<file path="src/rtl/square_wave_gen.sv">
// Square-wave tone generator: toggles wave_o every P clocks, with double-buffered
// period updates applied only at half-period boundaries and a clean stop on a low level.
//
// state    | meaning
// ---------+---------------------------------------------------------------
// IDLE     | silent, wave_o=0, waiting for enable with a non-zero period
// RUN      | counting half-periods, wave_o toggles every P cycles
// STOPPING | enable dropped while wave_o=1; finish the high phase then go IDLE
module square_wave_gen #(
    parameter int BW = 16
) (
    input  logic          clk_i,
    input  logic          nrst_i,
    input  logic [BW-1:0] halfCntPeriod_i,
    input  logic          load_i,
    input  logic          enable_i,
    output logic          wave_o,
    output logic          edge_o,
    output logic          busy_o
);

    typedef enum logic [1:0] {
        IDLE     = 2'd0,
        RUN      = 2'd1,
        STOPPING = 2'd2
    } state_t;

    state_t        state_q, state_d;
    logic [BW-1:0] pend_period_q, pend_period_d;
    logic          pend_valid_q, pend_valid_d;
    logic [BW-1:0] active_period_q, active_period_d;
    logic [BW-1:0] cnt_q, cnt_d;
    logic          wave_q, wave_d;
    logic          edge_q, edge_d;

    logic [BW-1:0] eff_period;
    logic          boundary;

    assign eff_period = pend_valid_q ? pend_period_q : active_period_q;
    // Guarding on a non-zero period keeps P-1 from ever being evaluated for P=0.
    assign boundary   = (active_period_q != '0) && (cnt_q == active_period_q - BW'(1));

    always_ff @(posedge clk_i) begin
        if (!nrst_i) begin
            state_q         <= IDLE;
            pend_period_q   <= '0;
            pend_valid_q    <= 1'b0;
            active_period_q <= '0;
            cnt_q           <= '0;
            wave_q          <= 1'b0;
            edge_q          <= 1'b0;
        end else begin
            state_q         <= state_d;
            pend_period_q   <= pend_period_d;
            pend_valid_q    <= pend_valid_d;
            active_period_q <= active_period_d;
            cnt_q           <= cnt_d;
            wave_q          <= wave_d;
            edge_q          <= edge_d;
        end
    end

    always_comb begin
        state_d         = state_q;
        pend_period_d   = pend_period_q;
        pend_valid_d    = pend_valid_q;
        active_period_d = active_period_q;
        cnt_d           = cnt_q;
        wave_d          = wave_q;
        edge_d          = 1'b0;

        case (state_q)
            IDLE: begin
                wave_d = 1'b0;
                cnt_d  = '0;
                if (enable_i) begin
                    if (pend_valid_q) begin
                        active_period_d = pend_period_q;
                        pend_valid_d    = 1'b0;
                    end
                    if (eff_period != '0) begin
                        state_d = RUN;
                    end
                end
            end

            RUN, STOPPING: begin
                if ((state_q == RUN) && !enable_i && !wave_q) begin
                    state_d = IDLE;
                    cnt_d   = '0;
                end else begin
                    state_d = enable_i ? RUN : STOPPING;
                    if (boundary) begin
                        cnt_d = '0;
                        if (pend_valid_q) begin
                            active_period_d = pend_period_q;
                            pend_valid_d    = 1'b0;
                        end
                        if (pend_valid_q && (pend_period_q == '0)) begin
                            // Mute: only report an edge if the output was actually high.
                            wave_d  = 1'b0;
                            edge_d  = wave_q;
                            state_d = IDLE;
                        end else begin
                            wave_d = ~wave_q;
                            edge_d = 1'b1;
                            if (!enable_i && wave_q) begin
                                state_d = IDLE;
                            end
                        end
                    end else begin
                        cnt_d = cnt_q + BW'(1);
                    end
                end
            end

            default: begin
                state_d = IDLE;
            end
        endcase

        // A fresh load always wins over the clear from a same-edge transfer.
        if (load_i) begin
            pend_period_d = halfCntPeriod_i;
            pend_valid_d  = 1'b1;
        end
    end

    assign wave_o = wave_q;
    assign edge_o = edge_q;
    assign busy_o = (state_q != IDLE);

endmodule

</file>
<file path="config.mk">
export PLATFORM = sky130hd
export DESIGN_NAME = square_wave_gen
export DESIGN_NICKNAME = d
export VERILOG_FILES = /design/src/rtl/square_wave_gen.sv
export SDC_FILE = /design/constraint.sdc
export NUM_CORES = 1
export LEC_CHECK = 0
export CELL_PAD_IN_SITES_DETAIL_PLACEMENT = 1
export CELL_PAD_IN_SITES_GLOBAL_PLACEMENT = 1
export CORE_UTILIZATION = 40
export CTS_CLUSTER_SIZE = 30
export DETAILED_ROUTE_END_ITERATION = 10
export PLACE_DENSITY = 0.72
export SLEW_MARGIN = 20
export SYNTH_ARGS = -nofsm -noshare
export SYNTH_HDL_FRONTEND = slang
export SYNTH_SLANG_ARGS = --single-unit
</file>
<file path="constraint.sdc">
create_clock -name clk_i -period 4.85 [get_ports clk_i]
set_input_delay 0.7275 -clock clk_i [delete_from_list [all_inputs] [get_ports clk_i]]
set_output_delay 0.7275 -clock clk_i [all_outputs]
set_load 0.05 [all_outputs]
</file>
# --- Word level (Yosys, flattened, before mapping) ---
# Cells that the tools add are included.
totals:
  register_bits: 53
  inputBits: 20
  out_inout_bits: 3
  wordCells: 69
op_classes:
  addsub: 2
  n_eq_ne: 10
  n_mux: 26
  bitwise: 4
  n_reduce_logical: 20
ops:
  columns: ["cell", "count"]
  rows:
  - ["$mux 16", 6]
  - ["$pmux 16 s2", 2]
  - ["$reduce_bool 16->1", 2]
  - ["$add 16x1->16 const B", 1]
  - ["$eq 16x16->1", 1]
  - ["$logic_not 16->1", 1]
  - ["$sub 16x1->16 const B", 1]
  - ["$mux 2", 7]
  - ["$ne 3x3->1 const B", 3]
  - ["$mux 1", 8]
  - ["$ne 2x2->1 const B", 4]
  - ["$reduce_and 4->1", 2]
  - ["$logic_and 1x1->1", 5]
  - ["$not 1->1", 4]
  - ["$pmux 1 s2", 2]
  - ["$pmux 2 s2", 1]
  - ["$reduce_bool 2->1", 2]
  - ["$reduce_or 4->1", 1]
  - ["$reduce_and 3->1", 1]
  - ["$reduce_bool 3->1", 1]
  - ["$eq 2x1->1 const B", 1]
  - ["$eq 2x2->1 const B", 1]
  - ["$logic_not 1->1", 2]
  - ["$logic_not 2->1", 1]
  - ["2 further kinds", 2]

# --- Depth between registers and ports, before layout ---
depth:
  word_depth: 7
  ltp_mapped: 13
  depth_no_buf: 10

# --- Worst setup path after synthesis ---
# No wires, ideal clock.
synth_path:
  path_type: "flip-flop to flip-flop"
  from: "reg active_period_q[0]"
  to: "reg active_period_q[0]"
  setup_ps: 72
  arrival_ps: 3524
  required_ps: 4778
  slack_ps: 1254
  path_stages_with_launch: 13
  path_buffers: 3
  synth_period_minus_slack_ps: 3596
  cell_sequence: "dfxtp_1 > clkbuf_1 > inv_1 > ha_1 > buf_2 > or4b_4 > or4_4 > or4_4 > a2111oi_4 > nand2_2 > a21oi_4 > buf_8 > mux2i_1"
synth_between:
  elab_chain_cells: 5
  elab_cells_between_ends: 11
  cone_classes: "add/sub (1); eq/ne (2); mux (5); reduce/logical (3)"
synth_rtl:
  columns: ["element", "line", "source"]
  rows:
  - ["start, declared", "31", "logic [BW-1:0] active_period_q, active_period_d;"]
  - ["start signal, assigned", "56", "active_period_q <= active_period_d;"]
  - ["$sub 16x1->16", "41", "assign boundary = (active_period_q != '0) && (cnt_q == active_period_q - BW'(1));"]
  - ["$eq 16x16->1", "41", null]
  - ["$logic_and 1x1->1", "41", null]
  - ["$ne 2x2->1 (no line)", null, null]
  - ["$reduce_and 4->1 (no line)", null, null]
# Parallel ways exist; a longest one is shown, timed or not. The select of a mux whose other input is x is not followed.
# A chain may end at the register's enable or synchronous reset.

# --- Worst setup path after layout ---
layout_path:
  from: "reg active_period_q[0]"
  to: "reg active_period_q[12]"
layout_between:
  elab_chain_cells: 5
  elab_cells_between_ends: 6
  cone_classes: "add/sub (1); eq/ne (2); reduce/logical (3)"
layout_rtl:
  columns: ["element", "line"]
  rows:
  - ["$sub 16x1->16", "41"]
  - ["$eq 16x16->1", "41"]
  - ["$logic_and 1x1->1 *", "41"]
  - ["$ne 2x2->1 (no line) *", null]
  - ["$reduce_and 4->1 (no line) *", null]
# Mark *: on every way between the ends. The rest lies on a longest branch, timed or not.

==> flow_summary.ini <==
[power]
p_leak_nw = 1.25
ir_drop_v = 0.000123
power_density_nw_per_um2 = 340
p_total_mw = 1.15

[detailed_routing]
drcViolationCount = 0
drt_wl_total_mm = 7.53
firstDrtPassIters = 4
ant_nets = 0
via_count = 2610
viasPerCell = 5.55
drt-initial-drc-count = 78
wl_per_cell_um = 16.0

[layout]
final_layout_size_suffix_gt1_share_pct = 5.66
fill_cells = 877
area_delta_synth_final_pct = 12.4
layout.cells.non_filler = 470
final_util_pct = 46.5
stdcell_area_um2 = 3380
nets = 395
diodes = 0

[run]
drv_cap = 0

[yosys]
synth_cell_type_count = 52
syn_nets = 381
netlist_instances = 356
synth_top_flop_cell = dfxtp_1
synth-async-reset-ratio_pct = 0
ys_seq_area_share_pct = 35.3
ys_ff_latch = 53
syn_area_um2 = 3000
synth_edf_count = 0
avgSynthCellArea_um2 = 8.44
yosys.area.top_type = dfxtp_1
post-synth-top-count-cell = dfxtp_1
synth.top_cells.by_area = dfxtp_1, mux2i_1, nand2_1
synth_top_area_share_pct = 35.3
yosys-top-cells-count = dfxtp_1, nand2_1, mux2i_1, nor2_1, a21oi_1
yosys_warnings = 0

[critical_path]
critPathKind = flop to flop
setup.worst_path.start_class = flop
required_ps = 5100
end_kind = flop
cp_data_arrival_time_ps = 4230
ff2ff_path_depth = 10
r2r-start = active_period_q[0]
reg2reg_to = active_period_q[12]
r2r_slack_ps = 870
path_max_fanout = 16

[clocking]
cts_buffers = 5
clkLatencyLatePin_ps = 320
ctsHoldBuffers = 0
cts_sinks = 53
htree_levels = 2
ctsRootBufferMaster = clkbuf_8
cts_tree = done
clk_pin_slew_ps = 110
cts-resized-gates = 0
cts_buffer_depth = 2
post-cts-setup-buffers = 0

[min_path]
hold_class = flop to flop
min_path_cells = 2
whs_endpoint = active_period_q[2]
worstHoldStart = pend_period_q[2]

[timing]
worst_slew_margin_rel_pct = 33.1
tns_ps = 0
rsz0062_at_grt = false
final.period_utilization_pct = 82.1
fin_crit_ps = 3980
fmax_mhz = 251
tightestPinTransition_ps = 1000
hold_viol_final = 0
setup_viol = 0
finalMaxSlewViolations = 0
clock_skew_ps = 6.70

[global_route]
grt_pass1_wl_mm = 12.9
grt_max_degree = 42
antenna_found_initial = 0
grt_pass1_vias = 2523
overflow = 0
grt_usage_pct = 21.1

[place]
routabilityCongestion = 0.836
dpl_cell_area_um2 = 3280
place_inst = 462
hpwlAfterDp_mm = 5.60
io_buffers = 22

[floorplan]
die_x_um = 88.7
rows = 31
die_area_um2 = 7860
die_h_um = 88.7
initial_core_util_pct = 41.4
core-area_um2 = 7250
ios = 23

[status]
status = finished, final reports clean
==> worst max-delay path by stage <==
stage,from,end,slack [ps],cells past startpoint
floorplan,active_period_q[0],active_period_q[0],1250,12
global placement,active_period_q[0],active_period_q[0],1080,9
detailed placement,active_period_q[0],active_period_q[12],910,10
CTS,active_period_q[0],active_period_q[12],880,10
global route,active_period_q[0],active_period_q[15],540,10
finish,active_period_q[0],active_period_q[12],870,10
==> flip-flops by register name, summed over array words and instances (netlist names) <==
name / count
pend_valid_q: 1
wave_o: 1
pend_period_q: 16
state_q: 2
active_period_q: 16
edge_o: 1
cnt_q: 16
==> area by class of cell <==
| class | count | area (µm²) | area share, % |
|---|---|---|---|
| inverter | 9 | 33.8 | 1.00 |
| sequential | 53 | 1060 | 31.4 |
| multi-input combinational | 278 | 1830 | 54.2 |
| clock inverter | 2 | 17.5 | 0.519 |
| tap | 99 | 124 | 3.67 |
| timing repair buffer | 23 | 228 | 6.75 |
| clock buffer | 6 | 82.6 | 2.45 |
==> cell families (layout without fill, tap and decap cells) <==
| kind of cell | count (synthesis) | count (layout) | synth area share [%] |
|---|---|---|---|
| xor+xnor | 20 | 20 | 5.83 |
| flops | 53 | 53 | 35.3 |
| mux | 35 | 35 | 11.7 |
| buf+inv | 25 | 40 | 3.79 |
| simple gates | 157 | 157 | 26.8 |
| fa+ha+maj | 5 | 5 | 2.08 |
| compound gates | 61 | 61 | 14.5 |
==> critical path, cell delays in order, from the launching register on <==
cell       delay (ps)
dfxtp_1           410
inv_1              90
ha_1              290
or4b_4            540
nor4_1            570
nor4bb_1          380
a211oi_1          110
a2111oi_4         490
nand2_2           150
a21oi_4           590
mux2i_1           270
==> where the power goes <==
group | internal [mW] | switching, mW | total [mW] | leakage, nW
Sequential | 0.460 | 0.0300 | 0.490 | 0.431
Combinational | 0.154 | 0.220 | 0.375 | 0.762
Clock | 0.119 | 0.165 | 0.284 | 0.0518
==> cells in the final DEF, fill, tap and decap left out, types with 5 or more instances in the layout <==
cell             instances
dfxtp_1                 53
nand2_1                 49
mux2i_1                 34
nor2_1                  33
clkdlybuf4s50_1         22
a21oi_1                 17
xnor2_1                 13
nand3_1                 13
and3_1                  10
inv_1                    9
nor4_1                   9
nand2b_1                 8
o21ai_0                  7
xor2_1                   7
a31oi_1                  7
o21ai_1                  6
clkbuf_8                 6
or4_1                    5
nor3_1                   5
ha_1                     5
==> per-layer routing <==
layer / routed length (µm) / part of all wire, % / up-vias / track usage [%]
li1: - / - / 1308 / -
met1: 3670 / 49 / 1261 / 28.7
met4: 74 / 0.98 / 0 / 4.99
met3: 192 / 2.6 / 6 / 2.99
met2: 3590 / 48 / 35 / 35.4
met5: 0 / 0 / - / 0
==> metrics by stage <==
step / setup slack [ps] / hold WS (ps)
6_report: 868 / 493
5_1_grt: 542 / 517
4_1_cts: 875 / 493
3_5_place_dp: 910 / 480
3_3_place_gp: 1080 / 466
2_1_floorplan: 1250 / 445
Power figures use the tool's default switching activity.
